==> config.mk <==
export PLATFORM = sky130hd
export DESIGN_NAME = vfat_sbit_tx_flat
export DESIGN_NICKNAME = d
export VERILOG_FILES = /design/src/rtl/vfat_sbit_tx_pkg.sv /design/src/rtl/vfat_sbit_tx_if.sv /design/src/rtl/vfat_sbit_tx_serializer.sv /design/src/rtl/vfat_sbit_tx.sv /design/src/flat_wrapper.sv
export SDC_FILE = /design/constraint.sdc
export NUM_CORES = 1
export LEC_CHECK = 0
export CAP_MARGIN = 20
export CORE_ASPECT_RATIO = 1.25
export CORE_MARGIN = 2
export CORE_UTILIZATION = 51
export DETAILED_ROUTE_END_ITERATION = 12
export GPL_TIMING_DRIVEN = 0
export PLACE_DENSITY = 0.8
export SETUP_SLACK_MARGIN = 0.02
export SLEW_MARGIN = 20
export SYNTH_ARGS = -nofsm -noshare
export SYNTH_HDL_FRONTEND = slang
export SYNTH_SLANG_ARGS = --single-unit
export TNS_END_PERCENT = 100
==> constraint.sdc <==
create_clock -name clock -period 2 [get_ports clock]
set_input_delay 0.3 -clock clock [delete_from_list [all_inputs] [get_ports clock]]
set_output_delay 0.3 -clock clock [all_outputs]
set_load 0.02 [all_outputs]
==> src/rtl/vfat_sbit_tx_pkg.sv <==
// vfat_sbit_tx_pkg: shared sizes, mode encodings, FSM states and the frame pattern builder
package vfat_sbit_tx_pkg;

    localparam int MXSBITS     = 64;
    localparam int LANES       = 8;
    localparam int SLOTS       = 8;
    localparam int SYNC_FRAMES = 16;

    localparam logic [1:0] MODE_EXT  = 2'd0;
    localparam logic [1:0] MODE_WALK = 2'd1;
    localparam logic [1:0] MODE_CNT  = 2'd2;
    localparam logic [1:0] MODE_ONES = 2'd3;

    typedef enum logic [1:0] {IDLE, SYNC, RUN} state_t;

    // Lane i slot k carries bit i*SLOTS+k, so replicating the counter byte puts it on every lane LSB first
    function automatic logic [MXSBITS-1:0] pattern(input logic [1:0] mode, input logic [7:0] cnt,
                                                   input logic [MXSBITS-1:0] ext);
        return mode == MODE_WALK ? MXSBITS'(1) << cnt[5:0] :
               mode == MODE_CNT  ? {LANES{cnt}} :
               mode == MODE_ONES ? '1 : ext;
    endfunction

endpackage

==> src/rtl/vfat_sbit_tx_if.sv <==
// vfat_sbit_tx_if: control, pattern and serial output bundle of one emulated VFAT trigger unit
interface vfat_sbit_tx_if;
    import vfat_sbit_tx_pkg::*;

    logic               enable;
    logic [1:0]         mode;
    logic               mask;
    logic               inject_sof_err;
    logic [MXSBITS-1:0] sbits_in;
    logic               load;
    logic [LANES-1:0]   sbits_out;
    logic               start_of_frame;
    logic [7:0]         frame_cnt;
    logic               synced;

    modport master (
        output enable, mode, mask, inject_sof_err, sbits_in,
        input  load, sbits_out, start_of_frame, frame_cnt, synced
    );

    modport slave (
        input  enable, mode, mask, inject_sof_err, sbits_in,
        output load, sbits_out, start_of_frame, frame_cnt, synced
    );

endinterface

==> src/rtl/vfat_sbit_tx_serializer.sv <==
// sbit_lane_serializer: 8-slot parallel-load shift register, LSB transmitted first
module sbit_lane_serializer
    import vfat_sbit_tx_pkg::*;
(
    input  logic             clock,
    input  logic             reset,
    input  logic             clear,
    input  logic             load,
    input  logic [SLOTS-1:0] din,
    output logic             dout
);

    logic [SLOTS-1:0] sr;

    // load a new frame slice, otherwise shift the next slot into the output bit
    always_ff @(posedge clock) sr <= reset || clear ? '0 : load ? din : sr >> 1;

    assign dout = sr[0];

endmodule

==> src/rtl/vfat_sbit_tx.sv <==
// vfat_sbit_tx: serializes 64 S-bits onto 8 lanes plus start-of-frame with training and test patterns
module vfat_sbit_tx
    import vfat_sbit_tx_pkg::*;
(
    input logic           clock,
    input logic           reset,
    vfat_sbit_tx_if.slave bus
);

    state_t             state, state_next;
    logic [2:0]         slot;
    logic [7:0]         fc;
    logic               pending;
    logic               delay_sof;
    logic               dly_now;
    logic               active;
    logic               load_q;
    logic               sof_q;
    logic               synced_q;
    logic [7:0]         frame_cnt_q;
    logic [MXSBITS-1:0] word;
    logic [LANES-1:0]   lanes;

    // Dropping enable silences everything on the very next cycle, not only after the state update
    assign active  = state != IDLE && bus.enable;
    // The delay decision for a frame is taken at its slot 0 and held for the rest of it
    assign dly_now = slot == 3'd0 ? pending : delay_sof;
    // fc already counts the frame about to start, so the word and its frame number line up
    assign word    = state == RUN && !bus.mask ? pattern(bus.mode, fc, bus.sbits_in) : '0;

    // state register
    always_ff @(posedge clock) state <= reset ? IDLE : state_next;

    // next state: leave SYNC only on the wrap that completes the last training frame
    always_comb begin
        state_next = state;
        if (!bus.enable)
            state_next = IDLE;
        else if (state == IDLE)
            state_next = SYNC;
        else if (state == SYNC && slot == 3'(SLOTS - 1) && fc == 8'(SYNC_FRAMES - 1))
            state_next = RUN;
    end

    // slot and frame counters plus the coalescing start-of-frame error flag
    always_ff @(posedge clock) begin
        if (reset || !active) begin
            slot      <= '0;
            fc        <= '0;
            pending   <= 1'b0;
            delay_sof <= 1'b0;
        end else begin
            slot      <= slot + 3'd1;
            fc        <= slot == 3'(SLOTS - 1) ? fc + 8'd1 : fc;
            pending   <= bus.inject_sof_err || (pending && slot != 3'd0);
            delay_sof <= dly_now;
        end
    end

    // output registers, one cycle behind the slot counter
    always_ff @(posedge clock) begin
        if (reset || !active) begin
            load_q      <= 1'b0;
            sof_q       <= 1'b0;
            synced_q    <= 1'b0;
            frame_cnt_q <= '0;
        end else begin
            load_q      <= slot == 3'(SLOTS - 1);
            sof_q       <= dly_now ? slot == 3'd1 : slot == 3'd0;
            synced_q    <= state == RUN;
            frame_cnt_q <= fc;
        end
    end

    for (genvar i = 0; i < LANES; i++) begin : g_lane
        sbit_lane_serializer u_ser (
            .clock (clock),
            .reset (reset),
            .clear (!active),
            .load  (load_q),
            .din   (word[i*SLOTS +: SLOTS]),
            .dout  (lanes[i])
        );
    end

    assign bus.load           = load_q;
    assign bus.sbits_out      = lanes;
    assign bus.start_of_frame = sof_q;
    assign bus.frame_cnt      = frame_cnt_q;
    assign bus.synced         = synced_q;

endmodule

==> src/flat_wrapper.sv <==
// flat-port wrapper written by rule: the top's interface ports become plain ports
module vfat_sbit_tx_flat import vfat_sbit_tx_pkg::*;
  (clock, reset, bus_enable, bus_mode, bus_mask, bus_inject_sof_err, bus_sbits_in, bus_load, bus_sbits_out, bus_start_of_frame, bus_frame_cnt, bus_synced);
  vfat_sbit_tx_if bus_i ();
  input logic clock;
  input logic reset;
  input wire logic [$bits(bus_i.enable)-1:0] bus_enable;
  input wire logic [$bits(bus_i.mode)-1:0] bus_mode;
  input wire logic [$bits(bus_i.mask)-1:0] bus_mask;
  input wire logic [$bits(bus_i.inject_sof_err)-1:0] bus_inject_sof_err;
  input wire logic [$bits(bus_i.sbits_in)-1:0] bus_sbits_in;
  output wire logic [$bits(bus_i.load)-1:0] bus_load;
  output wire logic [$bits(bus_i.sbits_out)-1:0] bus_sbits_out;
  output wire logic [$bits(bus_i.start_of_frame)-1:0] bus_start_of_frame;
  output wire logic [$bits(bus_i.frame_cnt)-1:0] bus_frame_cnt;
  output wire logic [$bits(bus_i.synced)-1:0] bus_synced;
  assign bus_i.enable = bus_enable;
  assign bus_i.mode = bus_mode;
  assign bus_i.mask = bus_mask;
  assign bus_i.inject_sof_err = bus_inject_sof_err;
  assign bus_i.sbits_in = bus_sbits_in;
  assign bus_load = bus_i.load;
  assign bus_sbits_out = bus_i.sbits_out;
  assign bus_start_of_frame = bus_i.start_of_frame;
  assign bus_frame_cnt = bus_i.frame_cnt;
  assign bus_synced = bus_i.synced;
  vfat_sbit_tx u_core (.clock(clock), .reset(reset), .bus(bus_i));
endmodule
Yosys cells after proc, flatten, opt, wreduce, memory -nomap -nowiden
Index checks and enable logic that the tools add are counted.
{"block": "totals", "register_bits": 90, "input_bits": 71, "output_inout_bits": 19, "elab_cells": 73}
{"block": "op_classes", "add_sub_neg": 2, "n_eq_ne": 8, "shifts": 1, "n_mux": 16, "n_bitwise": 3, "n_reduce_logical": 17}
{"operator": "64-bit two-way mux", "n": 3}
{"operator": "1-bit by 6-bit << shifter with 64-bit output (first input constant)", "n": 1}
{"operator": "63-bit two-way mux", "n": 1}
{"operator": "7-bit two-way mux", "n": 8}
{"operator": "8-bit by 1-bit adder with 8-bit output (second input constant)", "n": 1}
{"operator": "8-bit by 4-bit equality test with 1-bit output (second input constant)", "n": 1}
{"operator": "2-bit equality test (second input constant)", "n": 3}
{"operator": "3-bit OR reduction", "n": 2}
{"operator": "1-bit logical AND", "n": 5}
{"operator": "2-bit by 1-bit equality test with 1-bit output (second input constant)", "n": 2}
{"operator": "1-bit two-way mux", "n": 4}
{"operator": "2-bit nonzero test", "n": 2}
{"operator": "3-bit by 1-bit adder with 3-bit output (second input constant)", "n": 1}
{"operator": "3-bit by 1-bit equality test with 1-bit output (second input constant)", "n": 1}
{"operator": "3-bit equality test (second input constant)", "n": 1}
{"operator": "3-bit logical NOT", "n": 1}
{"operator": "1-bit NOT", "n": 3}
{"operator": "3-bit nonzero test", "n": 1}
{"operator": "1-bit logical NOT", "n": 2}
{"operator": "2-bit logical NOT", "n": 1}
{"operator": "1-bit logical OR", "n": 2}
{"operator": "2-bit OR reduction", "n": 1}

Logic depth before layout (Yosys ltp)
Gate-level depths: netlist of the first run.
{"block": "logic_depth", "word_depth": 6, "mapped_depth": 7, "mapped_depth_nobuf": 5}

Hierarchy
Synthesis of the first run repeated with hierarchy kept, for this count alone.
{"block": "hier_totals", "cells_unflattened": 540, "area_unflattened_um2": 4640.7}
{"mod": "vfat_sbit_tx", "instances": 1, "cells_per_inst": 324, "area_per_inst_um2": 2328.5, "seq_area_each_um2": 520.5}
{"mod": "sbit_lane_serializer", "instances": 8, "cells_per_inst": 27, "area_per_inst_um2": 289.0, "seq_area_each_um2": 160.2}

Worst setup path before layout of the first run
Ideal clock, no wire load.
{"block": "synth_timing", "kind": "register -> register", "startpoint": "reg u_core.slot[0]", "endpoint": "reg u_core.fc[7]", "setup_time_ps": 70, "arrival_ps": 1581, "t_required_ps": 1930, "setup_slack_ps": 349, "path_stages_with_launch": 7, "n_path_buf": 1, "synth_period_minus_slack_ps": 1651, "path_cell_list": "dfxtp_1 > ha_1 > ha_1 > buf_2 > nand4_1 > or4_1 > a21oi_1"}
{"block": "synth_via", "elab_chain_cells": 1}
{"element": "from (decl)", "line": "vfat_sbit_tx.sv:11", "text": "logic [2:0] slot;"}
{"element": "from (signal assigned)", "line": "vfat_sbit_tx.sv:53", "text": "slot <= slot + 3'd1;"}
{"element": "3-bit equality test", "line": "vfat_sbit_tx.sv:54", "text": "fc <= slot == 3'(SLOTS - 1) ? fc + 8'd1 : fc;"}
{"element": "to (signal assigned)", "line": "vfat_sbit_tx.sv:54"}
{"element": "to (decl)", "line": "vfat_sbit_tx.sv:12", "text": "logic [7:0] fc;"}
Every way passes these cells.
A chain may end at the register's enable or synchronous reset.

Final worst setup path of the first run
{"block": "layout_timing", "startpoint": "in bus_mode[0]", "endpoint": "reg u_core.g_lane[1].u_ser.sr[1]"}
{"block": "layout_via", "elab_chain_cells": 6, "elab_cells_between_ends": 8, "classes_between": "3 x eq/ne; 5 x mux"}
{"element": "from (decl)", "line": "flat_wrapper.sv:8", "text": "input wire logic [$bits(bus_i.mode)-1:0] bus_mode;"}
{"element": "2-bit equality test", "line": "vfat_sbit_tx_pkg.sv:21", "text": "mode == MODE_ONES ? '1 : ext;"}
{"element": "64-bit two-way mux", "line": "vfat_sbit_tx_pkg.sv:21"}
{"element": "64-bit two-way mux", "line": "vfat_sbit_tx_pkg.sv:20", "text": "mode == MODE_CNT ? {LANES{cnt}} :"}
{"element": "64-bit two-way mux (*)", "line": "vfat_sbit_tx_pkg.sv:19", "text": "return mode == MODE_WALK ? MXSBITS'(1) << cnt[5:0] :"}
{"element": "63-bit two-way mux (*)", "line": "vfat_sbit_tx.sv:29", "text": "assign word = state == RUN && !bus.mask ? pattern(bus.mode, fc, bus.sbits_in) : '0;"}
{"element": "7-bit two-way mux (*)", "line": "vfat_sbit_tx_serializer.sv:16", "text": "always_ff @(posedge clock) sr <= reset || clear ? '0 : load ? din : sr >> 1;"}
{"element": "to (signal assigned)", "line": "vfat_sbit_tx_serializer.sv:16"}
{"element": "to (decl)", "line": "vfat_sbit_tx_serializer.sv:13", "text": "logic [SLOTS-1:0] sr;"}
Mark *: on every way between the ends. The rest lies on a longest branch, timed or not.

==> impl_metrics.json, run 1 <==
{
  "fp-row-count": 37,
  "cts_tree": "done",
  "synth_compound_area_share_pct": 27.12,
  "viasPerCell": 6.166,
  "synthTopCellsByArea": "dfxtp_1, a32o_1, o32ai_1",
  "tightest_slew_ns": 0.9910,
  "critPathCaptureType": "flip-flop",
  "multi_input_area_um2": 2067,
  "critPathMaxStageDelay_ns": 0.71,
  "ant_nets": 0,
  "path_buf_inv": 3,
  "power_density_nw_per_um2": 643.4,
  "clk_pin_slew_worst_paths_ns": 0.10,
  "p_comb_share_pct": 10.1,
  "start_util_pct": 52.15,
  "gr-total-overflow": 0,
  "rsz0062_at_grt": "yes",
  "coreArea_um2": 8148,
  "start_kind": "primary input",
  "tns_ns": 0,
  "numCtsBuffers": 9,
  "setup_slack_ns": 0.08018,
  "gp_congestion": 0.9478,
  "final_max_slew_viol_count": 0,
  "die_h_um": 106.1,
  "nNetsFinal": 648,
  "netlist_area_um2": 4249,
  "wire_per_inst_um": 18.66,
  "cts_max_level": 3,
  "grt_pass1_vias": 3987,
  "power_mw": 3.538,
  "leakage_nw": 1.980,
  "hold_path.class": "reg2reg",
  "drt-initial-drc-count": 419,
  "post-dp-hpwl_um": 9161,
  "syn_to_final_growth_pct": 29.42,
  "yosysWarnings": 0,
  "drive_gt1_share_pct": 10.49,
  "synth-main-ff-cell": "dfxtp_1",
  "pwr-share-clk_pct": 39.2,
  "grt_pass1_wl_um": 20050,
  "synth_top_family_by_area": "compound AO/OA/AOI/OAI gates",
  "p_sw_uw": 847.4,
  "fmax_ghz": 0.5209,
  "crit_chain": "clkdlybuf4s50_1, buf_2, inv_2, a311oi_1, a32o_1",
  "n_fill_cell": 660,
  "io_buffers": 88,
  "yosys.cell_types.count": 55,
  "syn_inst": 466,
  "vias": 4125,
  "io_pins": 90,
  "synth_xor_area_share_pct": 0.6184,
  "cts.path.max_buffers": 2,
  "finalSetupViolCount": 0,
  "utilization_pct": 67.49,
  "p_seq_share_pct": 50.7,
  "seqCellArea_um2": 1802,
  "status": "finished, final reports clean",
  "drc": 0,
  "syn_area_per_cell_um2": 9.118,
  "cts.sinks": 90,
  "final_common_cell": "dfxtp_1",
  "crit_arrival_ns": 2.23,
  "fin_skew_ns": 0.01267,
  "synth_top_area_cell": "dfxtp_1",
  "dp_worst_setup_slack_ns": -0.3414,
  "maxCapViolCount": 0,
  "synthArstFlopShare_pct": 0,
  "p_int_mw": 2.691,
  "drt_first_pass_iters": 7,
  "seq_area_frac_synth_pct": 42.40,
  "relSlewSlack_pct": 33.09,
  "synth_edf_count": 0,
  "crit_slowest_cell": "a311oi_1",
  "grtUsageTotal_pct": 28.01,
  "cpLargestDelayFamily": "compound AO/OA/AOI/OAI gates",
  "root_buffer": "clkbuf_8",
  "irDropWorstVdd_v": 0.0007011,
  "power.share.switching_pct": 23.95,
  "clk_latency_ns": 0.36,
  "worstSetupPathType": "in2reg",
  "synth.ff_latch_count": 90,
  "synth_mux_area_share_pct": 0.7067,
  "diodes": 0,
  "hold_viol_final": 0,
  "antenna_found_initial": 0,
  "die_area_um2": 9082,
  "wl_um": 12490,
  "mostFrequentLayoutCells": "dfxtp_1, clkdlybuf4s50_1, inv_1",
  "synthAdderAreaFrac_pct": 2.945,
  "grt_max_degree": 17,
  "min_period_over_period_pct": 95.99,
  "cp_max_fo": 10,
  "fp.dieW_um": 85.64,
  "synth_top_area_share_pct": 42.40,
  "crit_required_ns": 2.31,
  "synthSimpleGateAreaFrac_pct": 17.11,
  "syn_nets": 547,
  "period_needed_ns": 1.920
}
[registers in the layout, indices dropped and copies added, names as in the netlist, 2 cells and up]
| register | count |
|---|---|
| u_core.g_lane.u_ser.sr | 64 |
| u_core.slot | 3 |
| u_core.state | 2 |
| u_core.bus.frame_cnt | 8 |
| u_core.fc | 8 |
[logic make-up after synthesis]
family                     count (synthesis)
AOI/OAI and AO/OA                        150
xor gates and xnor gates                   3
adders and majority gates                 10
buffers and inverters                     85
DFF                                       90
muxes                                      3
and+or+nand+nor                          125
[worst paths after layout]
path	start	cells after the start	endpoint	slack (ns)
worst max-delay path	bus_mode[0]	5	u_core.g_lane[1].u_ser.sr[1]	0.08
worst max register to register	u_core.fc[2]	7	u_core.g_lane[0].u_ser.sr[3]	0.13
worst min register to register	u_core.g_lane[2].u_ser.sr[4]	1	u_core.g_lane[2].u_ser.sr[3]	0.44
worst min-delay path	u_core.g_lane[2].u_ser.sr[4]	1	u_core.g_lane[2].u_ser.sr[3]	0.44
[power groups by stage]
| stage | Clock (mW) | Sequential [mW] | Combinational [mW] |
|---|---|---|---|
| final | 1.39 | 1.79 | 0.356 |
| after CTS | 1.39 | 1.79 | 0.351 |
| after detailed placement | 0 | 1.84 | 0.348 |
| after floorplan | 0 | 1.84 | 0.154 |
| after global placement | 0 | 1.84 | 0.342 |
| after global routing | 1.46 | 1.80 | 0.384 |
[Yosys cell counts, types with 7 or more instances]
library cell  instances
o21ai_0              29
and3_1                8
clkbuf_1             14
nand3_1              16
inv_1                38
nor2_1               14
buf_2                18
a221oi_1              7
dfxtp_1              90
nor2b_1               8
nand2b_1             25
buf_4                 9
a32o_1               28
a31oi_1               9
a211oi_1             22
o32ai_1              19
nand2_1              24
o2bb2ai_1             9
ha_1                 10
a21oi_1               9
[what timing repair did]
action | 4_1_cts | 5_1_grt
endpoints found under the hold margin | 0 | 0
hold buffers | 0 | 0
setup buffers | 0 | 2
endpoints found under the setup margin | 0 | 20
resized for setup | 0 | 4
[routing by layer]
layer  vias to the layer above  global-route usage, %  share of wire [%]
met4                         0                  9.184                2.7
met3                        34                  5.047                8.0
met5                         -                      0                  0
met2                       232                  45.93                 48
li1                       1933                      -                  -
met1                      1926                  37.15                 42
[through the flow]
step                cell area [um2]  hold slack (ns)  cells
finish                         5499           0.4364    669
global route                   5499           0.4567    669
CTS                            5474           0.4419    667
detailed placement             5251           0.4227    651
global placement               5251           0.4209    651
floorplan                      4249           0.4100    466
[layout make-up]
class | count | area share, %
multi-input cells | 291 | 37.59
repair buffers | 90 | 16.29
clock buffers | 9 | 2.253
plain buffers | 45 | 4.346
inverters | 40 | 2.753
clock inverters | 7 | 1.797
well taps | 97 | 2.207
flip-flops and latches | 90 | 32.76
No activity file was read; power rests on OpenSTA's default activity.
==> run 2: changes to the inputs <==
--- a/config.mk
+++ b/config.mk
@@ -10,8 +10,8 @@
 export CORE_MARGIN = 2
 export CORE_UTILIZATION = 51
 export DETAILED_ROUTE_END_ITERATION = 12
-export GPL_TIMING_DRIVEN = 0
 export PLACE_DENSITY = 0.8
+export REMOVE_ABC_BUFFERS = 1
 export SETUP_SLACK_MARGIN = 0.02
 export SLEW_MARGIN = 20
 export SYNTH_ARGS = -nofsm -noshare
==> impl_metrics.json, run 2 (synthesis gave the netlist of run 1 again) <==
{
  "rsz0062_at_grt": "no",
  "final_common_cell": "dfxtp_1",
  "syn_to_final_growth_pct": 30.89,
  "io_pins": 90,
  "hold_path.class": "reg2reg",
  "grt_pass1_vias": 3907,
  "final_max_slew_viol_count": 0,
  "largest_register_ffs": 64,
  "power.share.switching_pct": 23.07,
  "wire_per_inst_um": 18.33,
  "cts.path.max_buffers": 2,
  "die_area_um2": 9082,
  "tightest_slew_ns": 0.9490,
  "finalSetupViolCount": 0,
  "grt_max_degree": 38,
  "min_period_over_period_pct": 93.19,
  "leakage_nw": 2.001,
  "viasPerCell": 6.131,
  "hold_viol_final": 0,
  "root_buffer": "clkbuf_8",
  "cp_max_fo": 7,
  "start_kind": "primary input",
  "p_int_mw": 2.677,
  "die_h_um": 106.1,
  "power_density_nw_per_um2": 625.7,
  "drt_first_pass_iters": 5,
  "crit_arrival_ns": 2.07,
  "irDropWorstVdd_v": 0.0005435,
  "antenna_found_initial": 0,
  "drt-initial-drc-count": 392,
  "p_seq_share_pct": 51.6,
  "mostFrequentLayoutCells": "dfxtp_1, clkdlybuf4s50_1, inv_1",
  "diodes": 0,
  "fp-row-count": 37,
  "fp.dieW_um": 85.64,
  "period_needed_ns": 1.864,
  "nNetsFinal": 637,
  "maxCapViolCount": 0,
  "cts_max_level": 3,
  "largest_register": "u_core.g_lane.u_ser.sr",
  "worstSetupPathType": "in2reg",
  "post-dp-hpwl_um": 8764,
  "fin_skew_ns": 0.006576,
  "vias": 4034,
  "grt_pass1_wl_um": 18930,
  "numCtsBuffers": 9,
  "start_util_pct": 52.15,
  "grtUsageTotal_pct": 26.63,
  "power_mw": 3.480,
  "ant_nets": 0,
  "p_sw_uw": 803.0,
  "cts_tree": "done",
  "p_comb_share_pct": 10.8,
  "io_buffers": 89,
  "drc": 0,
  "pwr-share-clk_pct": 37.7,
  "holdBufCountCts": 0,
  "cts.sinks": 90,
  "critPathCaptureType": "flip-flop",
  "coreArea_um2": 8148,
  "clk_pin_slew_worst_paths_ns": 0.09,
  "fmax_ghz": 0.5365,
  "relSlewSlack_pct": 35.93,
  "drive_gt1_share_pct": 11.05,
  "gr-total-overflow": 0,
  "clk_latency_ns": 0.37,
  "wl_um": 12060,
  "dp_worst_setup_slack_ns": -0.2479,
  "crit_required_ns": 2.21,
  "setup_slack_ns": 0.1361,
  "gp_congestion": 0.8915,
  "hold_slack_ns": 0.4383,
  "status": "finished, final reports clean"
}
run 2: cell count changes in the layout (fill, tap and decap cells not counted), sizes merged:
| cell | change |
|---|---|
| inv | -2 |
| clkinv | +1 |
| clkdlybuf4s50 | +1 |
| bufinv | -1 |
| clkinvlp | -1 |
| clkbuf | -14 |
| buf | +5 |
run 2: stage by stage:
| stage | setup TNS [ns] | util (%) | area, um2 | cells |
|---|---|---|---|---|
| finish | 0 | 68.26 | 5562 | 658 |
| global route | 0 | 68.26 | 5562 | 658 |
| floorplan | 0 | - | 4014 | 421 |
| detailed placement | -1.297 | 65.51 | 5338 | 641 |
| global placement | -0.1192 | 65.51 | 5338 | 641 |
| CTS | 0 | 68.14 | 5552 | 657 |
run 2: worst max-delay path: stages:
cell,delay (ns)
clkdlybuf4s50_1,0.52
inv_1,0.16
o311ai_0,0.85
o32ai_1,0.24
run 2: final cells by class:
class                   instances  area (um2)
clock buffers                  12       165.2
clock inverters                 4       48.80
fillers                       614        2586
inverters                      40       151.4
multi-input cells             291        2069
flip-flops and latches         90        1802
well taps                      97       121.4
repair buffers                124        1204
run 2: path summary, 6_finish.rpt:
path	from	endpoint	slack, ns	cells past startpoint
setup / recovery	bus_mode[1]	u_core.g_lane[2].u_ser.sr[0]	0.14	4
hold / removal	u_core.g_lane[3].u_ser.sr[4]	u_core.g_lane[3].u_ser.sr[3]	0.44	1
hold reg to reg	u_core.g_lane[3].u_ser.sr[4]	u_core.g_lane[3].u_ser.sr[3]	0.44	1
setup reg to reg	u_core.bus.load	u_core.g_lane[2].u_ser.sr[0]	0.15	3
run 2: layer usage:
| layer | track usage, % | share of wire (%) | vias to the layer above | routed length [um] |
|---|---|---|---|---|
| met2 | 43.42 | 49 | 189 | 5926 |
| met3 | 6.134 | 6.5 | 34 | 782 |
| met4 | 12.36 | 3.1 | 0 | 372 |
| met5 | 0 | 0 | - | 0 |
| li1 | - | - | 1902 | - |
| met1 | 33.12 | 41 | 1909 | 4981 |
run 2: power by group through the flow:
stage	clock network (mW)	registers (mW)	logic [mW]
floorplan	0	1.84	0.122
global placement	0	1.84	0.362
detailed placement	0	1.84	0.370
CTS	1.32	1.79	0.371
global route	1.40	1.80	0.404
finish	1.31	1.79	0.375
run 2: timing repair:
action	4_1_cts	5_1_grt
setup buffers	0	1
setup endpoints to repair	0	1
gates resized for setup	0	1
==> run 3: changes to the inputs <==
--- a/config.mk
+++ b/config.mk
@@ -5,6 +5,7 @@
 export SDC_FILE = /design/constraint.sdc
 export NUM_CORES = 1
 export LEC_CHECK = 0
+export ABC_CLOCK_PERIOD_IN_PS = 2000
 export CAP_MARGIN = 20
 export CORE_ASPECT_RATIO = 1.25
 export CORE_MARGIN = 2
==> results of run 3 <==
No change in the layout: final DEF, timing and power equal those of run 2.
